`src/rtl/gray_seg7_scan.sv`:
```
// Gray-coded count consumer: synchronises and decodes the Gray word, converts it to BCD
// with a shift-add-3 FSM, and scans the result onto a 4-digit 7-segment display.
module gray_seg7_scan #(
    parameter int unsigned SCAN_DIV   = 16,
    parameter bit          ACTIVE_LOW = 1'b1,
    parameter bit          BLANK_LZ   = 1'b1
) (
    input  logic        CLK,
    input  logic        RST,
    input  logic [9:0]  GRAY,
    output logic [6:0]  SEG,
    output logic [3:0]  AN,
    output logic [15:0] BCD,
    output logic        VALID
);

    localparam int unsigned GW = 10;
    localparam int unsigned BW = 16;
    localparam int unsigned SW = BW + GW;
    localparam int unsigned PW = $clog2(SCAN_DIV);
    localparam int unsigned IW = 4;
    localparam logic [PW-1:0] PS_MAX = PW'(SCAN_DIV - 1);

    typedef enum logic [1:0] {S_IDLE, S_CONV, S_LATCH} state_t;

    logic [GW-1:0] sync1_q, sync2_q, bin;
    logic [PW-1:0] ps_q;
    logic [1:0]    idx_q;
    logic          started_q;
    logic          tick, frame_start, start_req;

    state_t        state_q, state_d;
    logic [SW-1:0] shift_q, shift_d;
    logic [IW-1:0] iter_q, iter_d;
    logic [BW-1:0] bcd_q, bcd_d;
    logic          valid_q, valid_d;

    // Two-flop synchroniser; the word is Gray so at most one bit is in flight
    always_ff @(posedge CLK or posedge RST) begin
        if (RST) begin
            sync1_q <= '0;
            sync2_q <= '0;
        end else begin
            sync1_q <= GRAY;
            sync2_q <= sync1_q;
        end
    end

    // Each binary bit is the XOR of all Gray bits at or above it
    always_comb begin
        bin = '0;
        for (int i = 0; i < int'(GW); i++) begin
            bin = bin ^ (sync2_q >> i);
        end
    end

    assign tick        = (ps_q == PS_MAX);
    assign frame_start = tick && (idx_q == 2'd3);
    assign start_req   = !started_q || frame_start;

    always_ff @(posedge CLK or posedge RST) begin
        if (RST) begin
            ps_q      <= '0;
            idx_q     <= '0;
            started_q <= 1'b0;
        end else begin
            ps_q      <= tick ? '0 : ps_q + PW'(1);
            started_q <= 1'b1;
            if (tick) begin
                idx_q <= idx_q + 2'd1;
            end
        end
    end

    always_ff @(posedge CLK or posedge RST) begin
        if (RST) begin
            state_q <= S_IDLE;
            shift_q <= '0;
            iter_q  <= '0;
            bcd_q   <= '0;
            valid_q <= 1'b0;
        end else begin
            state_q <= state_d;
            shift_q <= shift_d;
            iter_q  <= iter_d;
            bcd_q   <= bcd_d;
            valid_q <= valid_d;
        end
    end

    // Double-dabble: adjust BCD nibbles, then shift; ten shifts for a 10-bit input
    always_comb begin
        logic [SW-1:0] adj;
        state_d = state_q;
        shift_d = shift_q;
        iter_d  = iter_q;
        bcd_d   = bcd_q;
        valid_d = valid_q;
        adj     = shift_q;
        case (state_q)
            S_IDLE: begin
                if (start_req) begin
                    shift_d = {BW'(0), bin};
                    iter_d  = '0;
                    state_d = S_CONV;
                end
            end
            S_CONV: begin
                for (int n = 0; n < 4; n++) begin
                    if (adj[GW + 4*n +: 4] >= 4'd5) begin
                        adj[GW + 4*n +: 4] = adj[GW + 4*n +: 4] + 4'd3;
                    end
                end
                shift_d = {adj[SW-2:0], 1'b0};
                iter_d  = iter_q + IW'(1);
                if (iter_q == IW'(GW - 1)) begin
                    state_d = S_LATCH;
                end
            end
            S_LATCH: begin
                bcd_d   = shift_q[SW-1:GW];
                valid_d = 1'b1;
                state_d = S_IDLE;
            end
            default: state_d = S_IDLE;
        endcase
    end

    logic [3:0] digit;
    logic       blank;
    logic [6:0] seg_code, seg_on;
    logic [3:0] an_on;

    assign digit = bcd_q[4*idx_q +: 4];

    always_comb begin
        blank = 1'b0;
        if (BLANK_LZ) begin
            case (idx_q)
                2'd3:    blank = (bcd_q[15:12] == 4'd0);
                2'd2:    blank = (bcd_q[15:8] == 8'd0);
                2'd1:    blank = (bcd_q[15:4] == 12'd0);
                default: blank = 1'b0;
            endcase
        end
    end

    always_comb begin
        case (digit)
            4'd0:    seg_code = 7'h3F;
            4'd1:    seg_code = 7'h06;
            4'd2:    seg_code = 7'h5B;
            4'd3:    seg_code = 7'h4F;
            4'd4:    seg_code = 7'h66;
            4'd5:    seg_code = 7'h6D;
            4'd6:    seg_code = 7'h7D;
            4'd7:    seg_code = 7'h07;
            4'd8:    seg_code = 7'h7F;
            4'd9:    seg_code = 7'h6F;
            default: seg_code = 7'h00;
        endcase
    end

    // Digit is dark until the first conversion lands, or when blanked as a leading zero
    assign an_on  = (valid_q && !blank) ? 4'(4'b0001 << idx_q) : 4'b0000;
    assign seg_on = (valid_q && !blank) ? seg_code : 7'h00;

    assign SEG   = ACTIVE_LOW ? ~seg_on : seg_on;
    assign AN    = ACTIVE_LOW ? ~an_on : an_on;
    assign BCD   = bcd_q;
    assign VALID = valid_q;

endmodule

```
`config.mk`:
```
export PLATFORM = sky130hd
export DESIGN_NAME = gray_seg7_scan
export DESIGN_NICKNAME = d
export VERILOG_FILES = /design/src/rtl/gray_seg7_scan.sv
export SDC_FILE = /design/constraint.sdc
export NUM_CORES = 1
export LEC_CHECK = 0
export CAP_MARGIN = 20
export CORE_ASPECT_RATIO = 1.4
export CORE_MARGIN = 2
export CORE_UTILIZATION = 51
export CTS_BUF_LIST = sky130_fd_sc_hd__clkbuf_16
export DETAILED_ROUTE_END_ITERATION = 12
export PLACE_DENSITY = 0.73
export SETUP_SLACK_MARGIN = 0.15
export SYNTH_ARGS = -nofsm -noshare
export SYNTH_HDL_FRONTEND = slang
export SYNTH_SLANG_ARGS = --single-unit
```
`constraint.sdc`:
```
create_clock -name CLK -period 2.21 [get_ports CLK]
set_input_delay 0.3315 -clock CLK [delete_from_list [all_inputs] [get_ports CLK]]
set_output_delay 0.3315 -clock CLK [all_outputs]
set_load 0.02 [all_outputs]
```
==> run metrics, run 1 <==
fin nets=between 400 and 500; Synth top area share=50.8%; Detailed Place HPWL=roughly 5800 um; DRC=0; Vias=2,977; Worst Max-Slew Pin Slew=0.736 ns; Lkg Pwr=2.31 nW; initial antenna violation count=0; die area=just over 0.008 mm^2; Worst slew margin=between 50% and 60%; first-pass GRT wire length=14,800 um; vias in the first global route=3,132; top cells by instance count after synthesis=76 x dfrtp_1, 44 x nand2_1, 37 x o21ai_0, 21 x ha_1, 17 x inv_1; clock latency on the worst-skew pair=between 0.3 and 0.4 ns; critical path class=reg2out; GR Overflow Total=0; number of synthesized flops with an enable pin=0; area of the mapped netlist=0.00375 mm^2; ANT cells=0; #FFs+latches synth=76; HP Class=reg2reg; Clock Sinks=76; core area=0.00722 mm^2; CTS tree=yes; remaining antenna violation count=0; share of cells above drive strength 1=30.5%; fill count=471; Placer Congestion=0.821; die width=roughly 76 um; All-Layer GR Usage=23.8%; violated checks=negative setup slack; Initial Utilization=51.9%; DR pass1 iterations=4; DR iter-0 viols=161; fraction of registers with async set or reset after synthesis=100%; final count of pins violating max slew=0; placed instance area=0.00450 mm^2; num ports=40; Post-synth top flop=dfrtp_1; final setup violation count=11; largest net degree at the start of global routing=just under 80; Die H=105 um; Worst Setup Start Kind=flop; Setup crit end kind=output pin; root buf cell=clkbuf_16; sequential area share after synthesis=50.8%; row cnt=37; worst clock skew=0.00811 ns; Post-Syn Instances=353; Min Hold Slack=around 0.34 ns; Fin. Hold Viols=0; Period Utilization, post-route=115%; synth top area cells=dfrtp_1 51%, ha_1 7.0%, o21ai_0 4.9%, nand2_1 4.4%, mux2_2 2.7%; status=finished with violations; CTS H-tree depth=3; WL final=between 9000 and 10,000 um; hold_buf cts=0; PD cells=between 1000 and 1500 mW/mm^2; CTS clock-pin slew for the worst setup and hold paths=0.06 ns; Area growth, synth to finish=38.2%; Max Cap Viol=0; PnR worst setup slack=-0.325 ns; wire per inst=about 17 um; worst path required time=~1.9 ns; min cycle time layout=about 2.5 ns; Yosys cell types=44; syn nets=386; Synth Warn #=0; Mean Syn Cell Area=10.6 um^2; Via density=5.51; Num CTS Buffers=9; Max FO, Critical Path=4; most frequent cell after synthesis=dfrtp_1; worst vdd ir=657 uV; crit path DAT=between 2 and 2.5 ns; Final Power=just under 6 mW; design area=0.00518 mm^2; cell taking the most area after synthesis=dfrtp_1; FMAX=0.394 GHz; Max clock buf depth=2; # port buffers=39; setup tns final=-2.30 ns; unrepaired setup endpoints after global routing=true
[timing repair]
action                                  CTS  global route
buffers inserted                          8             8
gates resized for setup                  93            38
cloned                                    2             0
pin swaps                                17            17
endpoints found under the setup margin   23            34
[report_power, final]
| group | switching (mW) | leakage [nW] | internal (mW) |
|---|---|---|---|
| clock | 0.562 | 0.145 | 0.869 |
| combinational | 1.30 | 1.20 | 1.12 |
| sequential | 0.357 | 0.961 | 1.73 |
[final timing paths]
path | from | end | slack, ns | cells after the start
worst max-delay path | idx_q[1] | SEG[0] | -0.32 | 7
worst min-delay path | sync1_q[9] | sync2_q[9] | 0.34 | 0
worst max register to register | idx_q[0] | shift_q[0] | 0.02 | 9
worst min register to register | sync1_q[9] | sync2_q[9] | 0.34 | 0
max in group asynchronous | RST | idx_q[0] | 1.41 | 3
min in group asynchronous | RST | shift_q[7] | 0.46 | 3
[critical path, cell delays in order (launching register included)]
cell,delay (ns)
dfrtp_2,0.41
mux4_2,0.57
buf_6,0.17
buf_6,0.11
nor3b_4,0.23
buf_6,0.15
o21ai_2,0.08
buf_6,0.14
[per-layer routing]
metal | GRT usage (%) | routed length [um] | vias to the layer above
met3 | 4.88 | 291 | 38
met4 | 13.0 | 416 | 0
met5 | 0 | 0 | -
li1 | - | - | 1406
met2 | 45.0 | 5160 | 77
met1 | 24.1 | 3420 | 1456
[sequential cells by signal (all words and copies together), names as in the netlist]
| signal | cells |
|---|---|
| VALID | 1 |
| sync2_q | 10 |
| BCD | 16 |
| iter_q | 4 |
| state_q | 2 |
| shift_q | 26 |
| ps_q | 4 |
| idx_q | 2 |
| started_q | 1 |
| sync1_q | 10 |
[final cells by class]
class                   count  area, um^2  area share (%)
multi-input cells         244        1950            37.7
flip-flops and latches     76        1900            36.8
repair buffers             90         841            16.2
clock buffers               9         225            4.35
well taps                  97         121            2.34
inverters                  17        70.1            1.35
clock inverters             7        67.6            1.30
[layout by cell type (no fill, tap or decap), drive strengths merged, types with 7 or more instances in the layout]
cell | synthesis | final
dfrtp | 76 | 76
buf | 1 | 62
nand2 | 44 | 44
o21ai | 37 | 37
clkdlybuf4s50 | 0 | 28
ha | 21 | 21
inv | 17 | 18
a21oi | 17 | 17
nor2 | 15 | 15
xnor2 | 14 | 14
o22ai | 10 | 10
nand3 | 9 | 9
mux2 | 9 | 9
clkbuf | 16 | 9
xor2 | 8 | 8
nand2b | 7 | 7
[metrics by stage]
step	worst slack, ns	cells	util [%]
floorplan	0.00825	353	-
global placement	-0.334	507	62.3
detailed placement	-0.363	507	62.3
CTS	-0.244	533	69.1
global route	-0.397	540	71.7
finish	-0.325	540	71.7
[cells by family after synthesis]
group / synth area share [%]
simple gates: 12.6
compound gates: 12.1
flops: 50.8
buf+inv: 3.47
xor+xnor: 7.51
fa+ha+maj: 7.01
mux: 6.44
other cells: 0.100
(Power assumes the default switching activity.)
==> run 2: changes to the inputs <==
--- a/config.mk
+++ b/config.mk
@@ -5,7 +5,6 @@
 export SDC_FILE = /design/constraint.sdc
 export NUM_CORES = 1
 export LEC_CHECK = 0
-export CAP_MARGIN = 20
 export CORE_ASPECT_RATIO = 1.4
 export CORE_MARGIN = 2
 export CORE_UTILIZATION = 51
==> results of run 2 <==
No change in the layout: final DEF, timing and power equal those of run 1.
==> run 3: changes to the inputs <==
--- a/config.mk
+++ b/config.mk
@@ -5,11 +5,13 @@
 export SDC_FILE = /design/constraint.sdc
 export NUM_CORES = 1
 export LEC_CHECK = 0
+export CAP_MARGIN = 20
 export CORE_ASPECT_RATIO = 1.4
 export CORE_MARGIN = 2
 export CORE_UTILIZATION = 51
 export CTS_BUF_LIST = sky130_fd_sc_hd__clkbuf_16
 export DETAILED_ROUTE_END_ITERATION = 12
+export MAX_ROUTING_LAYER = met4
 export PLACE_DENSITY = 0.73
 export SETUP_SLACK_MARGIN = 0.15
 export SYNTH_ARGS = -nofsm -noshare
==> run metrics, run 3 (synthesized netlist as in run 1, its figures left out) <==
status=finished with violations; violated checks=negative setup slack; FMAX=0.386 GHz (-2.2%); DR pass1 iterations=4 (unchanged); Initial Utilization=51.9% (unchanged); logic gate share of total power=40.8% (about the same); max reg flops=26 (unchanged); Max clock buf depth=2 (unchanged); fin nets=471 (unchanged); root buf cell=clkbuf_16; die area=0.00806 mm^2 (unchanged); HP Class=reg2reg; vias in the first global route=3,144 (+0.38%); Vias=3,017 (+1.3%); PD cells=1150 mW/mm^2 (about the same); Area growth, synth to finish=38.2% (unchanged); CTS clock-pin slew for the worst setup and hold paths=0.06 ns (about the same); Period Utilization, post-route=117% (+2.5 points); final setup violation count=11 (unchanged); final count of pins violating max slew=0 (unchanged); num ports=40 (unchanged); final std cells w/o fill=540 (unchanged); CTS tree=yes; # port buffers=39 (unchanged); Worst slew margin=50.4% (-0.57 points); Die H=105 um (unchanged); ANT cells=0 (unchanged); critical path class=reg2out; Cells after DPL=507 (unchanged); All-Layer GR Usage=24.5% (+0.68 points); Via density=5.59 (+1.3%); switching share of power=37.4% (+0.043 points); most frequent cells in the layout=74 x dfrtp_1, 42 x nand2_1, 39 x buf_4; Internal=3.72 mW (about the same); fin util=71.7% (unchanged); wire per inst=17.4 um (+1.3%); CTS H-tree depth=3 (unchanged); clock latency on the worst-skew pair=0.34 ns (about the same); GR Overflow Total=0 (unchanged); register share of total power=35.1% (about the same); largest net degree at the start of global routing=77 (unchanged); worst path required time=1.88 ns (about the same); placed instance area=0.00450 mm^2 (unchanged); Placer Congestion=0.833 (+1.5%); min cycle time layout=2.59 ns (+0.0563 ns); PnR worst setup slack=-0.381 ns (-0.0563 ns); crit path DAT=2.26 ns (+0.06 ns); Worst Max-Slew Pin Slew=0.745 ns (+0.00862 ns); Sw Pwr=2.23 mW (+0.18%); unrepaired setup endpoints after global routing=true; Max FO, Critical Path=4 (unchanged); Lkg Pwr=2.31 nW (unchanged); Worst Setup Start Kind=flop; post-place setup slack=-0.363 ns (unchanged); row cnt=37 (unchanged); commonest non-fill, non-tap cell in the layout=dfrtp_1; Fin. Hold Viols=0 (unchanged); Max Cap Viol=0 (unchanged); core area=0.00722 mm^2 (unchanged); clock share of power=24.0% (about the same); worst clock skew=0.00821 ns (+0.000101 ns); Setup crit end kind=output pin; first-pass GRT wire length=14,800 um (about the same); remaining antenna violation count=0 (unchanged); Num CTS Buffers=9 (unchanged); Largest Register=shift_q; worst vdd ir=660 uV (+0.48%); Detailed Place HPWL=5750 um (unchanged); initial antenna violation count=0 (unchanged); design area=0.00518 mm^2 (unchanged); share of cells above drive strength 1=30.5% (unchanged); DR iter-0 viols=186 (+16%); WL final=9420 um (+1.3%); DRC=0 (unchanged); Clock Sinks=76 (unchanged); die width=76.4 um (unchanged); hold_buf cts=0 (unchanged)
==> run 3: what timing repair did <==
| action | 4_1_cts | 5_1_grt |
|---|---|---|
| resized for setup | 93 | 38 |
| pin swaps | 17 | 17 |
| hold endpoints to repair | 0 | 0 |
| setup buffers | 8 | 8 |
| gates cloned | 2 | 0 |
| endpoints found under the setup margin | 23 | 34 |
==> run 3: stage by stage <==
| stage | hold WS, ns | power, mW | setup TNS (ns) |
|---|---|---|---|
| after floorplan | 0.331 | 3.35 | 0 |
| after global placement | 0.333 | 4.05 | -3.45 |
| after detailed placement | 0.336 | 4.13 | -3.54 |
| after CTS | 0.347 | 5.73 | -1.69 |
| after global routing | 0.348 | 6.28 | -3.42 |
| final | 0.342 | 5.95 | -2.38 |
==> run 3: area by class of cell <==
| type | instances | area (um^2) |
|---|---|---|
| clock buffers | 9 | 225 |
| repair buffers | 90 | 841 |
| inverters | 17 | 70.1 |
| multi-input cells | 244 | 1950 |
| flip-flops and latches | 76 | 1900 |
| clock inverters | 7 | 67.6 |
| fillers | 471 | 2040 |
| well taps | 97 | 121 |
==> run 3: final timing paths <==
kind / start / endpoint / slack [ns] / depth (start not counted)
setup / recovery: idx_q[1] / SEG[0] / -0.38 / 9
hold / removal: sync1_q[9] / sync2_q[9] / 0.34 / 0
setup reg to reg: idx_q[0] / shift_q[0] / 0.02 / 9
hold reg to reg: sync1_q[9] / sync2_q[9] / 0.34 / 0
max in group asynchronous: RST / idx_q[1] / 1.39 / 3
min in group asynchronous: RST / shift_q[7] / 0.47 / 3
==> run 3: routing by layer <==
metal | global-route usage [%] | up-vias | part of all wire, %
met5 | - | - | 0
met2 | 44.9 | 96 | 55
li1 | - | 1404 | -
met4 | 13.8 | 0 | 3.8
met3 | 4.62 | 36 | 3.4
met1 | 24.0 | 1481 | 37
==> run 3: worst max-delay path, stage by stage, from the launching register on <==
cell,delay [ns]
dfrtp_2,0.41
mux4_2,0.56
inv_2,0.10
buf_6,0.11
ha_4,0.12
inv_2,0.03
a21oi_2,0.12
nor2_2,0.07
o21ai_2,0.23
buf_6,0.16
==> run 3: power by group through the flow <==
stage	logic [mW]	clock network [mW]	registers (mW)
6_report	2.43	1.43	2.09
5_1_grt	2.65	1.50	2.13
4_1_cts	2.22	1.45	2.07
3_5_place_dp	2.06	0	2.07
3_3_place_gp	1.99	0	2.05
2_1_floorplan	1.28	0	2.07
